`src/rtl/csa_pkg.sv`:
```
// Shared types and defaults for the serial carry-save accumulator.
package csa_pkg;

  typedef enum logic [1:0] {
    ACCUM   = 2'd0,
    RESOLVE = 2'd1,
    DONE    = 2'd2
  } csa_state_e;

  localparam int CSA_WIDTH     = 16;
  localparam int CSA_NUM_OPS   = 9;
  localparam int CSA_OUT_WIDTH = 20;

  function automatic int csa_clog2(input int value);
    int r;
    r = 0;
    for (int i = 0; i < 31; i++) begin
      if ((1 << i) < value) r = i + 1;
    end
    return r;
  endfunction

endpackage

```
`src/rtl/csa_row_3to2.sv`:
```
// One OUT_WIDTH-bit 3:2 compressor row; carry is returned already shifted left by one.
module csa_row_3to2 #(
  parameter int W = 20
) (
  input  logic [W-1:0] a_i,
  input  logic [W-1:0] b_i,
  input  logic [W-1:0] c_i,
  output logic [W-1:0] sum_o,
  output logic [W-1:0] carry_o
);

  logic [W-1:0] maj;

  assign maj     = (a_i & b_i) | (a_i & c_i) | (b_i & c_i);
  assign sum_o   = a_i ^ b_i ^ c_i;
  assign carry_o = {maj[W-2:0], 1'b0};

endmodule

```
`src/rtl/carry_save_accumulator.sv`:
```
// Serial carry-save accumulator: one 3:2 compression per operand, then carry resolution.
// Optional early-termination input flush is enabled by defining CSA_ACC_FLUSH_EN.
//
// state   | meaning
// ACCUM   | accepting operands, total held as sum/carry pair
// RESOLVE | folding carry into sum until carry is zero
// DONE    | result presented on sum, waiting for out_ready
module carry_save_accumulator
  import csa_pkg::*;
#(
  parameter int WIDTH     = CSA_WIDTH,
  parameter int NUM_OPS   = CSA_NUM_OPS,
  parameter int OUT_WIDTH = CSA_OUT_WIDTH
) (
  input  logic                 clk,
  input  logic                 rst,
  input  logic                 in_valid,
  output logic                 in_ready,
  input  logic [WIDTH-1:0]     in_data,
  output logic                 out_valid,
  input  logic                 out_ready,
  output logic [OUT_WIDTH-1:0] sum,
`ifdef CSA_ACC_FLUSH_EN
  input  logic                 flush,
`endif
  output logic                 busy
);

  localparam int CNT_W = csa_clog2(NUM_OPS);

  csa_state_e           state_q, state_d;
  logic [OUT_WIDTH-1:0] s_q, s_d;
  logic [OUT_WIDTH-1:0] c_q, c_d;
  logic [CNT_W-1:0]     cnt_q, cnt_d;
  logic [OUT_WIDTH-1:0] sum_q, sum_d;
  logic                 ov_q, ov_d;

  logic [OUT_WIDTH-1:0] x_ext;
  logic [OUT_WIDTH-1:0] row_c;
  logic [OUT_WIDTH-1:0] row_sum;
  logic [OUT_WIDTH-1:0] row_carry;
  logic                 accept;
  logic                 last_op;

  assign x_ext   = {{(OUT_WIDTH-WIDTH){1'b0}}, in_data};
  assign accept  = in_valid && (state_q == ACCUM);
  assign last_op = (cnt_q == CNT_W'(NUM_OPS - 1));

  // RESOLVE reuses the same row with the operand input forced to zero
  assign row_c = (state_q == ACCUM) ? x_ext : '0;

  csa_row_3to2 #(.W(OUT_WIDTH)) u_row (
    .a_i     (s_q),
    .b_i     (c_q),
    .c_i     (row_c),
    .sum_o   (row_sum),
    .carry_o (row_carry)
  );

  always_comb begin
    state_d = state_q;
    s_d     = s_q;
    c_d     = c_q;
    cnt_d   = cnt_q;
    sum_d   = sum_q;
    ov_d    = ov_q;
    case (state_q)
      ACCUM: begin
        if (accept) begin
          s_d   = row_sum;
          c_d   = row_carry;
          cnt_d = cnt_q + CNT_W'(1);
          if (last_op) begin
            cnt_d   = '0;
            state_d = RESOLVE;
          end
        end
`ifdef CSA_ACC_FLUSH_EN
        if (flush) begin
          cnt_d   = '0;
          state_d = RESOLVE;
        end
`endif
      end
      RESOLVE: begin
        if (c_q == '0) begin
          sum_d   = s_q;
          ov_d    = 1'b1;
          state_d = DONE;
        end else begin
          s_d = row_sum;
          c_d = row_carry;
        end
      end
      DONE: begin
        if (out_ready) begin
          ov_d    = 1'b0;
          s_d     = '0;
          c_d     = '0;
          state_d = ACCUM;
        end
      end
      default: state_d = ACCUM;
    endcase
  end

  always_ff @(posedge clk) begin
    if (rst) begin
      state_q <= ACCUM;
      s_q     <= '0;
      c_q     <= '0;
      cnt_q   <= '0;
      sum_q   <= '0;
      ov_q    <= 1'b0;
    end else begin
      state_q <= state_d;
      s_q     <= s_d;
      c_q     <= c_d;
      cnt_q   <= cnt_d;
      sum_q   <= sum_d;
      ov_q    <= ov_d;
    end
  end

  assign in_ready  = (state_q == ACCUM);
  assign busy      = (state_q != ACCUM);
  assign out_valid = ov_q;
  assign sum       = sum_q;

endmodule
```
`config.mk`:
```
export PLATFORM = sky130hd
export DESIGN_NAME = carry_save_accumulator
export DESIGN_NICKNAME = d
export VERILOG_FILES = /design/src/rtl/csa_pkg.sv /design/src/rtl/csa_row_3to2.sv /design/src/rtl/carry_save_accumulator.sv
export SDC_FILE = /design/constraint.sdc
export NUM_CORES = 1
export LEC_CHECK = 0
export CAP_MARGIN = 20
export CORE_UTILIZATION = 25
export DETAILED_ROUTE_END_ITERATION = 10
export HOLD_SLACK_MARGIN = 0.02
export PLACE_DENSITY_LB_ADDON = 0.05
export REMOVE_ABC_BUFFERS = 1
export SLEW_MARGIN = 20
export SYNTH_ARGS = -nofsm -noshare
export SYNTH_HDL_FRONTEND = slang
export SYNTH_SLANG_ARGS = --single-unit
```
`constraint.sdc`:
```
create_clock -name clk -period 2 [get_ports clk]
set_input_delay 0.3 -clock clk [delete_from_list [all_inputs] [get_ports clk]]
set_output_delay 0.3 -clock clk [all_outputs]
set_load 0.02 [all_outputs]
```
# Word level (Yosys, flattened, before mapping)
# Index checks and enable logic that the tools add are counted.
[word_totals] output_inout_bits=23 register_bits=67
[classes] bitwise=7 addsub=1 muxes=17 n_reduce_logical=11 eq_ne=8
[op_table] op="$pmux W20 S3" n=2
[op_table] op="$mux W20" n=5
[op_table] op="$and A19 B16 Y19" n=2
[op_table] op="$or A19 B19 Y19" n=2
[op_table] op="$logic_not A20 Y1" n=1
[op_table] op="$xor A20 B16 Y20" n=1
[op_table] op="$xor A20 B20 Y20" n=1
[op_table] op="$and A19 B19 Y19" n=1
[op_table] op="$mux W16" n=1
[op_table] op="$mux W2" n=4
[op_table] op="$reduce_and A4 Y1" n=2
[op_table] op="$ne A2 B2 Y1 const B" n=3
[op_table] op="$pmux W2 S3" n=1
[op_table] op="$add A4 B1 Y4 const B" n=1
[op_table] op="$eq A4 B4 Y1 const B" n=1
[op_table] op="$mux W4" n=1
[op_table] op="$ne A2 B1 Y1 const B" n=2
[op_table] op="$reduce_and A2 Y1" n=2
[op_table] op="$reduce_bool A2 Y1" n=2
[op_table] op="$reduce_and A3 Y1" n=1
[op_table] op="$reduce_bool A3 Y1" n=1
[op_table] op="$eq A2 B1 Y1 const B" n=1
[op_table] op="$eq A2 B2 Y1 const B" n=1
[op_table] op="$logic_not A2 Y1" n=1
[op_table] op="other kinds (3)" n=4

# Longest topological paths before layout
[depth] word_depth=7 mapped_depth=7 ltp_nobuf=6

# Modules after synthesis
# From an unflattened synthesis, not the netlist that was laid out.
[hier_totals] cells_unflattened=277 area_unflattened_um2=2999.1
[by_module_without_submodules] mod="carry_save_accumulator" cells_each=255 seq_area_each_um2=1341.3 instances=1 area_each_um2=2583.7
[by_module_without_submodules] mod="csa_row_3to2" cells_each=22 seq_area_each_um2=0.0 instances=1 area_each_um2=415.4

# Worst setup path before layout
# OpenSTA, ideal clock, no wires.
[synth_timing] path_kind="reg-to-reg" from="reg state_q[1]" to="reg s_q[13]" setup_time_ns=0.128 arrival_time_ns=1.939 slack_ns=-0.067 path_stages_with_launch=8 cell_sequence="dfxtp_1 clkbuf_1 nor2_1 clkbuf_1 buf_1 nand2_1 fa_1 o22ai_1"
[synth_between] elab_chain_cells=5
[synth_rtl] element="start: declaration" line="carry_save_accumulator.sv:31" source="csa_state_e state_q, state_d;"
[synth_rtl] element="start signal: assignment" line="carry_save_accumulator.sv:116" source="state_q <= state_d;"
[synth_rtl] element="$logic_not A2 Y1 *"
[synth_rtl] element="net in_ready" line="carry_save_accumulator.sv:18" source="output logic in_ready,"
[synth_rtl] element="$mux W16" line="carry_save_accumulator.sv:50" source="assign row_c = (state_q == ACCUM) ? x_ext : '0;"
[synth_rtl] element="$xor A20 B16 Y20" line="csa_row_3to2.sv:15" source="assign sum_o = a_i ^ b_i ^ c_i;"
[synth_rtl] element="$mux W20 (on tied branches)" line="carry_save_accumulator.sv:86, carry_save_accumulator.sv:69"
[synth_rtl] element="$pmux W20 S3" line="carry_save_accumulator.sv:67" source="case (state_q)"
[synth_rtl] element="end signal: assignment" line="carry_save_accumulator.sv:110" source="s_q <= '0;"
[synth_rtl] element="end signal: assignment" line="carry_save_accumulator.sv:117" source="s_q <= s_d;"
[synth_rtl] element="end: declaration" line="carry_save_accumulator.sv:32" source="logic [OUT_WIDTH-1:0] s_q, s_d;"
# The timed path passes the listed nets; every way through them passes the cells marked *. The select of a mux whose other input is x is not followed.
# A chain may end at the register's enable or synchronous reset.

# Worst setup path in the final report
[layout_timing] from="reg state_q[0]" to="out busy"
[layout_between] elab_chain_cells=1
[layout_rtl] element="$reduce_bool A2 Y1" line="carry_save_accumulator.sv:126" source="assign busy = (state_q != ACCUM);"
[layout_rtl] element="end: declaration" line="carry_save_accumulator.sv:26" source="output logic busy"
# No other way between the ends.

==> results.md <==
* Reported max-cap violation count at 0
* Total power after layout at 3.14 mW
* Synthesized instance count at 305
* Number of placed instances with taps included at 489
* EDFF count, synth at 0
* Type of the most critical hold path: reg2reg
* Per-cell routed wire length at 14.3 microns
* H-tree Lvls at 3
* Initial detailed-routing violation count at 83
* Switching Fraction at 23.6%
* Final layout net count at 398
* Share of layout cells above drive strength 1 at 10.8%
* Startpoint of the worst setup timing path: state_q[0]$_SDFFE_PP0P_
* Fill cell total of the finished layout at 1211
* Remaining antenna violation count at 0
* Maximum fanout along the worst path at 8
* Total net switching power at 0.740 mW
* Inserted Diodes at 0
* Max Clock Freq at 524 MHz
* # hold bufs at CTS at 0
* Initial antenna violation count at 0
* Yosys cell types at 35
* Number of vias per cell after detailed routing at 4.47
* Maximum vdd drop at 0.311 mV
* Depth of the most critical reg-to-reg path at 5
* Post-CTS resize count at 5
* Category of the worst setup path launch point: flip-flop
* Seq/Total Area, Yosys at 43.6%
* Unrepaired setup endpoints after global routing: false
* Number of cells in the finished layout apart from fillers at 504
* Leak at 1.56 nW
* Worst Setup Path Type: reg2out
* Initial standard-cell utilization of the core at 26.1%
* Y dimension of the die at 112 microns
* Minimum period implied by the final worst setup slack at 1910 ps
* Post-CTS Setup Inserts at 0
* Worst Clk Skew at 4.10 ps
* TritonCTS clock tree: built
* WP data required at 1700 ps
* Clock buffers created by TritonCTS at 9
* Mean cell area of the mapped netlist at 9.94 sq um
* Pin count of the biggest net entering global routing at 41
* Result of the run: complete, but fails checks
* Internal power of the cells at 2.40 mW
* Critical path arrival at 1610 ps
* First-pass iteration count of the detailed router at 7
* # DRC at 5
* Site row count at 39
* Synthesized flop and latch total at 66
* Layout overhead on the synthesized area at 30.5%
* Utilization after layout at 34.1%
* Clock Tree Root: clkbuf_16
* Kind of end point of the critical path: primary output
* Final Wtd Congestion at 0.686
* Post-synth ARST share at 0%
* Failing checks: design-rule violations
* TritonCTS Sinks at 66
* Worst-skew pair later-pin latency at 320 ps
* Slowest stage cell, crit path: clkdlybuf4s50_1
* Final hold violation count at 0
* Final count of negative-setup-slack endpoints at 0
* Vias in the first global route at 2460
* Congestion Overflow GR at 0
* CORE AREA at 11600 sq um
* Overall track demand over capacity in global routing at 12.7%
* Placed wire-length estimate after detailed placement at 5.02 mm
* Total power density per cell area at 794 nW/um^2
* Number of buffer cells added on primary ports at 42
* DIE WIDTH at 112 microns
* Startpoint of the worst register-to-register path: c_q[5]$_SDFFE_PP0P_
* Remaining max-slew budget at the tightest pin at 33.9%
* Sequential fraction of design power at 44.4%
* Worst-path clk slew at 50 ps
* Number of warnings issued by yosys at 0
* Final Cycle Share at 95.5%
* Fraction of power consumed by combinational cells at 9.4%
* Maximum number of buffers from clock root to sink at 2
* Count of cells along the worst hold path at 2
* Critical path's largest stage delay at 590 ps
* Boundary pin count at 43
* Launch instance of the worst min-delay path: out_valid$_SDFFE_PP0P_
* Routed wire length at 7.20 mm
* Portion of total power attributed to the clock network at 46.2%
* Most instantiated flip-flop cell in the synthesis netlist: dfxtp_1
* Max Slew Vio Count at 0
* Post-Syn Area at 3030 sq um
* CP Cell Sequence: nor2_4, buf_4, inv_1, clkdlybuf4s50_1
* Die Area at 12600 sq um
* Global-route wire length before repair at 12.3 mm
* Vias after detailed routing at 2253
* Measured slew at the worst slew-check pin at 988 ps
-- cell type report --
class                           count  area, sq um  area share [%]
Timing Repair Buffer               59          547            13.8
Clock inverter                      3         15.0           0.380
Multi-Input combinational cell    185         1500            37.9
Tap cell                          143          179            4.52
Inverter                           36          135            3.42
Clock buffer                       12          256            6.49
Sequential cell                    66         1320            33.5
-- final timing paths --
check                                               to  slack (ps)
worst max-delay path                              busy          90
worst min-delay path            out_valid$_SDFFE_PP0P_         460
worst max register to register     sum[6]$_SDFFE_PP0P_         190
worst min register to register  out_valid$_SDFFE_PP0P_         460
-- cell usage in the layout (no fill, tap or decap), types with 2 or more instances in the layout --
master           instances
a21oi_1                  7
a22o_1                   2
buf_4                   17
clkbuf_16                9
clkbuf_8                 2
clkdlybuf4s50_1         41
clkinv_2                 3
dfxtp_1                 64
dfxtp_2                  2
fa_1                    15
ha_1                     6
inv_1                   36
mux2i_1                 21
nand2_1                 18
nand2b_1                41
nand3_1                  3
nand3b_1                 2
nor2_1                   8
nor3_1                   2
nor4_1                   6
o21ai_0                  2
o22ai_1                 15
o2bb2ai_1               16
o32ai_1                  5
or3_1                    2
-- power by group through the flow --
stage          Clock, mW  Sequential (mW)  Combinational, mW
2_1_floorplan          0             1.41              0.171
6_report            1.45             1.40              0.297
3_5_place_dp           0             1.42              0.303
5_1_grt             1.57             1.40              0.344
4_1_cts             1.50             1.39              0.307
3_3_place_gp           0             1.42              0.298
-- metal layers --
layer  wire length [microns]  up-vias  GRT usage [%]  share of wire [%]
li1                        -     1130              -                  -
met1                    3660     1074           17.0                 51
met2                    3140       39           19.6                 44
met5                       0        -              0                  0
met4                     147        0           6.40                2.0
met3                     252       10           2.38                3.5
-- critical path: cells and delay by family (launching register included) --
family	cells	cell delay [ps]
buffers and inverters	3	810
DFF	1	420
and+or+nand+nor	1	60
-- registers in the layout, indices dropped and copies added, names as in the netlist --
| register | count |
|---|---|
| s_q | 20 |
| sum | 20 |
| c_q | 19 |
| cnt_q | 4 |
| state_q | 2 |
| out_valid | 1 |
-- Yosys cell counts, drive strengths merged (3+ instances only) --
| cell | number | area share, % |
|---|---|---|
| nor2 | 9 | 1.1 |
| fa | 15 | 9.9 |
| nand2b | 41 | 8.5 |
| buf | 6 | 1.6 |
| clkbuf | 12 | 1.5 |
| nor4 | 6 | 1.2 |
| mux2i | 21 | 6.9 |
| nand2 | 18 | 2.2 |
| ha | 6 | 2.5 |
| o22ai | 15 | 3.1 |
| inv | 36 | 4.5 |
| o2bb2ai | 16 | 4.6 |
| a21oi | 7 | 1.2 |
| nand3 | 3 | 0.50 |
| o32ai | 5 | 1.4 |
| dfxtp | 66 | 44 |
-- cells by family after synthesis --
family                   after synthesis  synth area share [%]
multiplexers                          21                  6.94
buffers and inverters                 54                  7.51
adder cells (fa/ha/maj)               21                  12.4
flip-flops                            66                  43.6
AO/OA/AOI/OAI                         52                  12.6
AND/OR/NAND/NOR                       91                  17.0
-- through the flow --
| stage | setup TNS (ps) | hold WS, ps | setup slack, ps | area, sq um |
|---|---|---|---|---|
| 4_1_cts | 0 | 466 | 13.2 | 3950 |
| 2_1_floorplan | -1830 | 369 | -122 | 2940 |
| 6_report | 0 | 459 | 89.9 | 3960 |
| 3_5_place_dp | -1220 | 454 | -115 | 3670 |
| 5_1_grt | 0 | 494 | 8.42 | 3960 |
| 3_3_place_gp | -967 | 449 | -73.3 | 3670 |
Power figures use the tool's default switching activity.
